**config.mk**
```make
export PLATFORM = sky130hd
export DESIGN_NAME = airi5c_wb_arbiter
export DESIGN_NICKNAME = d
export VERILOG_FILES = /design/src/rtl/airi5c_wb_arbiter.sv
export SDC_FILE = /design/constraint.sdc
export NUM_CORES = 1
export LEC_CHECK = 0
export ABC_CLOCK_PERIOD_IN_PS = 2140
export CAP_MARGIN = 20
export CELL_PAD_IN_SITES_DETAIL_PLACEMENT = 1
export CELL_PAD_IN_SITES_GLOBAL_PLACEMENT = 2
export CORE_ASPECT_RATIO = 0.5
export CORE_UTILIZATION = 20
export DETAILED_ROUTE_END_ITERATION = 10
export GPL_TIMING_DRIVEN = 0
export PLACE_DENSITY = 0.85
export SYNTH_ARGS = -nofsm -noshare
export SYNTH_HDL_FRONTEND = slang
export SYNTH_SLANG_ARGS = --single-unit
```
**constraint.sdc**
```tcl
create_clock -name clk_i -period 2.14 [get_ports clk_i]
set_input_delay 0.428 -clock clk_i [delete_from_list [all_inputs] [get_ports clk_i]]
set_output_delay 0.428 -clock clk_i [all_outputs]
set_load 0.005 [all_outputs]
```
**src/rtl/airi5c_wb_arbiter.sv**
```systemverilog
// Writeback arbiter for the register file write port: EX has fixed priority, LSU/MD share a
// round-robin slot, debug writes preempt everything. A pending-write scoreboard drives hazard_o.
module airi5c_wb_arbiter #(
    parameter int unsigned XPR_LEN        = 32,
    parameter int unsigned REG_ADDR_WIDTH = 5
) (
    input  logic                      clk_i,
    input  logic                      rst_i,

    input  logic                      ex_valid_i,
    input  logic [REG_ADDR_WIDTH-1:0] ex_wa_i,
    input  logic [XPR_LEN-1:0]        ex_wd_i,

    input  logic                      lsu_valid_i,
    output logic                      lsu_ready_o,
    input  logic [REG_ADDR_WIDTH-1:0] lsu_wa_i,
    input  logic [XPR_LEN-1:0]        lsu_wd_i,

    input  logic                      md_valid_i,
    output logic                      md_ready_o,
    input  logic [REG_ADDR_WIDTH-1:0] md_wa_i,
    input  logic [XPR_LEN-1:0]        md_wd_i,
    input  logic [XPR_LEN-1:0]        md_wd2_i,
    input  logic                      md_rd64_i,

    input  logic                      iss_valid_i,
    input  logic [REG_ADDR_WIDTH-1:0] iss_wa_i,
    input  logic                      iss_rd64_i,

    input  logic [REG_ADDR_WIDTH-1:0] chk_ra1_i,
    input  logic [REG_ADDR_WIDTH-1:0] chk_ra2_i,
    output logic                      hazard_o,

    input  logic                      dm_wen_i,

    output logic                      wen_o,
    output logic [REG_ADDR_WIDTH-1:0] wa_o,
    output logic [XPR_LEN-1:0]        wd_o,
    output logic [XPR_LEN-1:0]        wd2_o,
    output logic                      use_rd64_o
);

    localparam int unsigned NumRegs = 2 ** REG_ADDR_WIDTH;

    // rr_lsu_q high: LSU wins the next LSU/MD contention.
    logic                      rr_lsu_q, rr_lsu_d;
    logic                      wen_q, wen_d;
    logic [REG_ADDR_WIDTH-1:0] wa_q, wa_d;
    logic [XPR_LEN-1:0]        wd_q, wd_d;
    logic [XPR_LEN-1:0]        wd2_q, wd2_d;
    logic                      rd64_q, rd64_d;
    logic [NumRegs-1:0]        pending_q, pending_d;
    logic [NumRegs-1:0]        set_mask, clr_mask;
    logic                      ex_xfer, lsu_xfer, md_xfer;

    assign lsu_ready_o = ~dm_wen_i & ~ex_valid_i & (rr_lsu_q | ~md_valid_i);
    assign md_ready_o  = ~dm_wen_i & ~ex_valid_i & (~rr_lsu_q | ~lsu_valid_i);

    // An EX result coinciding with a debug write is dropped.
    assign ex_xfer  = ex_valid_i & ~dm_wen_i;
    assign lsu_xfer = lsu_valid_i & lsu_ready_o;
    assign md_xfer  = md_valid_i & md_ready_o;

    always_comb begin
        wen_d    = 1'b0;
        wa_d     = wa_q;
        wd_d     = wd_q;
        wd2_d    = wd2_q;
        rd64_d   = rd64_q;
        rr_lsu_d = rr_lsu_q;
        if (ex_xfer) begin
            wen_d  = (ex_wa_i != '0);
            wa_d   = ex_wa_i;
            wd_d   = ex_wd_i;
            wd2_d  = '0;
            rd64_d = 1'b0;
        end else if (lsu_xfer) begin
            wen_d    = (lsu_wa_i != '0);
            wa_d     = lsu_wa_i;
            wd_d     = lsu_wd_i;
            wd2_d    = '0;
            rd64_d   = 1'b0;
            rr_lsu_d = 1'b0;
        end else if (md_xfer) begin
            wen_d    = md_rd64_i | (md_wa_i != '0);
            wa_d     = md_wa_i;
            wd_d     = md_wd_i;
            wd2_d    = md_wd2_i;
            rd64_d   = md_rd64_i;
            rr_lsu_d = 1'b1;
        end
    end

    always_comb begin
        set_mask = '0;
        clr_mask = '0;
        if (iss_valid_i) begin
            if (iss_rd64_i) begin
                set_mask[{iss_wa_i[REG_ADDR_WIDTH-1:1], 1'b0}] = 1'b1;
                set_mask[{iss_wa_i[REG_ADDR_WIDTH-1:1], 1'b1}] = 1'b1;
            end else begin
                set_mask[iss_wa_i] = 1'b1;
            end
        end
        // Clear only once the register file write is actually happening.
        if (wen_q) begin
            if (rd64_q) begin
                clr_mask[{wa_q[REG_ADDR_WIDTH-1:1], 1'b0}] = 1'b1;
                clr_mask[{wa_q[REG_ADDR_WIDTH-1:1], 1'b1}] = 1'b1;
            end else begin
                clr_mask[wa_q] = 1'b1;
            end
        end
        pending_d    = (pending_q & ~clr_mask) | set_mask;
        pending_d[0] = 1'b0;
    end

    always_ff @(posedge clk_i) begin
        if (rst_i) begin
            rr_lsu_q  <= 1'b1;
            wen_q     <= 1'b0;
            wa_q      <= '0;
            wd_q      <= '0;
            wd2_q     <= '0;
            rd64_q    <= 1'b0;
            pending_q <= '0;
        end else begin
            rr_lsu_q  <= rr_lsu_d;
            wen_q     <= wen_d;
            wa_q      <= wa_d;
            wd_q      <= wd_d;
            wd2_q     <= wd2_d;
            rd64_q    <= rd64_d;
            pending_q <= pending_d;
        end
    end

    assign hazard_o   = pending_q[chk_ra1_i] | pending_q[chk_ra2_i];
    assign wen_o      = wen_q;
    assign wa_o       = wa_q;
    assign wd_o       = wd_q;
    assign wd2_o      = wd2_q;
    assign use_rd64_o = rd64_q;

endmodule

```
# Word-level counts from Yosys, hierarchy flattened

Cells that the tools add are included.

Input port bits: 167
Output and inout port bits: 74
Logic and storage cells: 87
Bits in registers: 104

Order comparisons: 14
Bitwise operators: 21
Reductions and logical operators: 13
Muxes and demuxes: 31

Operators with widths:

| cell                                                                  | number |
|---|---|
| 32-bit two-way mux                                                    | 7 |
| 31-bit by 32-bit bitwise OR with 32-bit output                        | 2 |
| 5-bit by 6-bit < comparator with 1-bit output, second input constant  | 8 |
| 32-bit bitwise AND                                                    | 1 |
| 32-bit NOT                                                            | 1 |
| 32-bit bitwise OR                                                     | 1 |
| 5-bit by 1-bit >= comparator with 1-bit output, second input constant | 6 |
| 1-bit demux with 4-bit select                                         | 4 |
| 5-bit two-way mux                                                     | 3 |
| 5-bit nonzero test                                                    | 3 |
| 1-bit two-way mux                                                     | 13 |
| 1-bit binary-select mux with 5-bit select                             | 2 |
| 1-bit demux with 5-bit select                                         | 2 |
| 1-bit bitwise AND                                                     | 6 |
| 1-bit logical AND                                                     | 6 |
| 1-bit NOT                                                             | 6 |
| 1-bit bitwise OR                                                      | 4 |
| 3-bit nonzero test                                                    | 1 |
| 3-bit OR reduction                                                    | 1 |
| 2-bit AND reduction                                                   | 1 |
| 2-bit nonzero test                                                    | 1 |

# Longest topological paths before layout

Word-level depth: 10
Depth in mapped cells: 8
Mapped depth without buffers: 5

# Least setup slack after synthesis

OpenSTA, ideal clock, no wires.

Path kind: input -> output
From: input port chk_ra1_i[0]
To: output port hazard_o
Arrival: 1685 ps
Buffers on the path: 1
Cell stages on the path: 6
Required time: 1712 ps
Path slack: 27 ps
Cell sequence: buf_4 -> mux4_2 -> mux2_2 -> a21oi_1 -> a41o_1 -> nand4_1

Longest elaborated chain between the ends: 3

RTL lines:

| element                                   | line | text |
|---|---|---|
| start: declaration                        | 30   | `input logic [REG_ADDR_WIDTH-1:0] chk_ra1_i,` |
| 1-bit binary-select mux with 5-bit select | 138  | `assign hazard_o = pending_q[chk_ra1_i] \| pending_q[chk_ra2_i];` |
| 1-bit two-way mux (implied by the code)   | 138  |  |
| 1-bit bitwise OR                          | 138  |  |
| end: declaration                          | 32   | `output logic hazard_o,` |

Every way passes these cells. The select of a mux whose other input is x is not followed.

# Worst setup path after layout

From: register pending_q[18]
To: output port hazard_o

Longest elaborated chain between the ends: 3
Elaborated cells between the ends (all ways): 5
Classes of those cells: 4 x mux; 1 x bitwise

RTL lines:

| element                                   | line | text |
|---|---|---|
| start: declaration                        | 52   | `logic [NumRegs-1:0] pending_q, pending_d;` |
| start signal: assignment                  | 134  | `pending_q <= pending_d;` |
| 1-bit binary-select mux with 5-bit select | 138  |  |
| 1-bit two-way mux (implied by the code)   | 138  |  |
| 1-bit bitwise OR (*)                      | 138  |  |

Mark *: on every way between the ends. The rest lies on a longest branch, timed or not. The select of a mux whose other input is x is not followed.

==> impl_metrics.csv <==
group,metric,value,unit
power,vdd_drop_max,0.000299,V
critical_path,worstPathCellList,"mux4_2, mux2_4, a21oi_2, a41o_1, nand4_1, buf_2",
critical_path,worstPathRequired,1.71,ns
critical_path,end_kind,"output pin",
logic_synthesis,synthCells,605,
sta,hold_ws,0.454,ns
clock_network,cts_tree,"yes",
route,drc_errors,0,
critical_path,crit_family,"multiplexers",
placement,place_hpwl,17500,um
critical_path,r2r_setup_slack,0.29,ns
logic_synthesis,synth_xor_area_frac,0,
route,dr_total_vias,5540,
logic_synthesis,yosys.area_share.simple,0.201,
cells_and_area,area_growth,63.6,%
placement,placed_area,7750,um2
global_route,gr-total-overflow,0,
floorplanning,ios,241,
critical_path,crit_path_end,"hazard_o",
cells_and_area,final_util,0.337,
critical_path,critPathBufInv,1,
sta,fin_crit,2.34,ns
route,ant_nets,0,
sta,worst_slack,-0.202,ns
logic_synthesis,netlist_area,4980,um2
run,maxCapViolCount,0,
clock_network,cts_sinks,103,
critical_path,rr_worst_depth,8,
global_route,grt_first_pass_wirelength,34300,um
placement,gp_congestion,0.827,
clock_network,hold_buffers,0,
sta,maxSlewHeadroom,0.450,
logic_synthesis,synth_top_area_share,0.414,
logic_synthesis,synth_warnings,0,
sta,max_freq,427,MHz
clock_network,cts_root_buf,"clkbuf_16",
critical_path,path_class,"reg -> out",
logic_synthesis,synth-async-reset-ratio,0,
clock_network,path_clk_slew,0.08,ns
sta,rsz0062_at_grt,"true",
critical_path,crit_fanout,3,
logic_synthesis,yosys-top-cells-count,"nand2_1, dfxtp_1, a21oi_1, o21ai_0, clkbuf_1",
sta,fin_skew,0.0126,ns
clock_network,htree_levels,3,
logic_synthesis,yosys.area_share.adder,0,
logic_synthesis,ys_seq_elements,103,
floorplanning,start_util,0.206,
sta,fin_crit_sh,1.09,
cells_and_area,nNetsFinal,1021,
placement,port_buffers,235,
route,wl_per_cell,18.7,um
critical_path,worstPathArrival,1.91,ns
floorplanning,core.rowCount,40,
global_route,grt_max_degree,18,
critical_path,reg2reg_to,"wd_o[2]",
route,viasPerCell,4.62,
logic_synthesis,synthFlopType,"dfxtp_1",
power,powerDensity,585,nW/um2
logic_synthesis,synth_compound_area_frac,0.217,
route,drt-total-wl,22400,um
clock_network,clock_latency,0.36,ns
logic_synthesis,synth_edf_count,0,
global_route,grt_pass1_vias,5989,
floorplanning,fp.dieH,114,um
critical_path,timing.rr.start,"rr_lsu_q",
logic_synthesis,syn_nets,772,
critical_path,startpoint_type,"flip-flop",
hold_path,hold_class,"reg -> reg",
global_route,grt_use_total,0.175,
sta,finalHoldViolCount,0,
clock_network,cts_made_buffers,9,
floorplanning,die_w,225,um
critical_path,cp.depth,6,
critical_path,slowest_stage,"mux4_2",
critical_path,max_stage_delay,0.48,ns
logic_synthesis,synth_seq_area_share,0.414,
sta,worstMarginPinSlew,0.821,ns
global_route,antenna_found_initial,3,
logic_synthesis,synth_top_family_by_area,"compound AO/OA/AOI/OAI gates",
run_status,failed_checks,"setup timing",
sta,setup_viol,1,
logic_synthesis,avgSynthCellArea,8.24,um2
power,power,0.00477,W
floorplanning,core,24200,um2
floorplanning,design.die.area,25600,um2
logic_synthesis,synth.most_common_cell,"nand2_1",
clock_network,ctsLongestPathBuffers,2,
power,total_leakage_power,2.74,nW
logic_synthesis,synth_area_leader_cell,"dfxtp_1",
logic_synthesis,yosys-top-cells-area,"dfxtp_1, nand2_1, a21oi_1",
route,dr.pass1.iters,4,
logic_synthesis,synth_cell_type_count,44,
sta,finalMaxSlewViolations,0,
route,initialDrtViolationCount,239,
run_status,status,"complete, but fails checks",
cells_and_area,fin_area,8150,um2
logic_synthesis,muxShareOfSynthArea,0.122,
critical_path,startpoint,"pending_q[18]",
cells_and_area,final_layout_size_suffix_gt1_frac,0.0896,
[what timing repair did]
action,in CTS,in global routing
pin swaps,4,1
endpoints found under the setup margin,34,58
buffers inserted,2,1
resized for setup,28,19
[how the worst min path moves through the flow]
stage | from | to | slack (ns) | cells after the start
after floorplan | wd2_o[0] | wd2_o[0] | 0.45 | 2
final | wd2_o[12] | wd2_o[12] | 0.45 | 2
after detailed placement | wd2_o[28] | wd2_o[28] | 0.45 | 2
after global placement | wd2_o[31] | wd2_o[31] | 0.44 | 2
after global routing | wd2_o[23] | wd2_o[23] | 0.48 | 2
after CTS | wd2_o[12] | wd2_o[12] | 0.46 | 2
[power breakdown]
part           internal (W)  leakage [nW]  switching [W]
combinational      0.000526          1.74       0.000400
sequential          0.00199         0.842      0.0000441
clock              0.000987         0.158       0.000820
total               0.00350          2.74        0.00126
[sequential cells by signal, indices dropped and copies added, names as in the netlist]
name / count
wd_o: 32
wen_o: 1
pending_q: 31
wa_o: 5
use_rd64_o: 1
rr_lsu_q: 1
wd2_o: 32
[layout by cell type (no fill, tap or decap), types with 3 or more instances in the layout]
| cell | count |
|---|---|
| nor2b_1 | 4 |
| mux4_1 | 3 |
| nand2_1 | 146 |
| nand2b_1 | 5 |
| nor2_1 | 25 |
| o21ai_0 | 33 |
| dlygate4sd2_1 | 4 |
| clkdlybuf4s50_1 | 229 |
| dfxtp_1 | 95 |
| a31oi_1 | 22 |
| clkbuf_16 | 9 |
| mux2i_1 | 17 |
| clkbuf_1 | 25 |
| a22oi_1 | 15 |
| buf_6 | 3 |
| diode_2 | 3 |
| nand3b_1 | 5 |
| buf_2 | 4 |
| mux2_2 | 4 |
| a21oi_1 | 83 |
| nand3_1 | 23 |
| a211o_1 | 16 |
| nor3b_1 | 4 |
| or4_1 | 3 |
| clkbuf_2 | 10 |
| buf_4 | 7 |
| dfxtp_2 | 8 |
| mux4_2 | 11 |
[final cells by class]
class	count	area, um2
well taps	336	420
multi-input cells	453	2730
plain buffers	47	238
repair buffers	238	2360
diodes	3	7.51
clock inverters	5	63.8
flip-flops and latches	103	2070
clock buffers	11	253
fillers	2903	16100
inverters	2	7.51
[cell families (layout without fill, tap and decap cells)]
logic type      count (synthesis)  after routing
buf+inv                        49            303
compound gates                183            183
other cells                     0              3
flops                         103            103
mux                            40             40
simple gates                  230            230
[worst reg2reg max path, stage by stage (launching register included)]
cell and delay [ns]:
dfxtp_1 0.33, nand2b_1 0.15, and3_1 0.18, buf_2 0.12
buf_4 0.19, buf_6 0.16, clkbuf_4 0.21, a22oi_1 0.24
a31oi_1 0.12
[metrics by stage]
stage	setup WS, ns	cells	TNS (ns)
floorplan	0.0272	605	0
global placement	-0.903	1176	-23.41
detailed placement	-0.902	1176	-24.97
CTS	-0.200	1194	-0.200
global route	-0.242	1198	-0.252
finish	-0.202	1198	-0.202
[routing by layer]
metal	GRT usage	part of all wire	vias up
met1	0.194	0.40	2751
met5	0	0	-
met3	0.0286	0.024	37
met4	0.0603	0.027	0
li1	-	-	2665
met2	0.338	0.54	87
(Power assumes the default switching activity.)
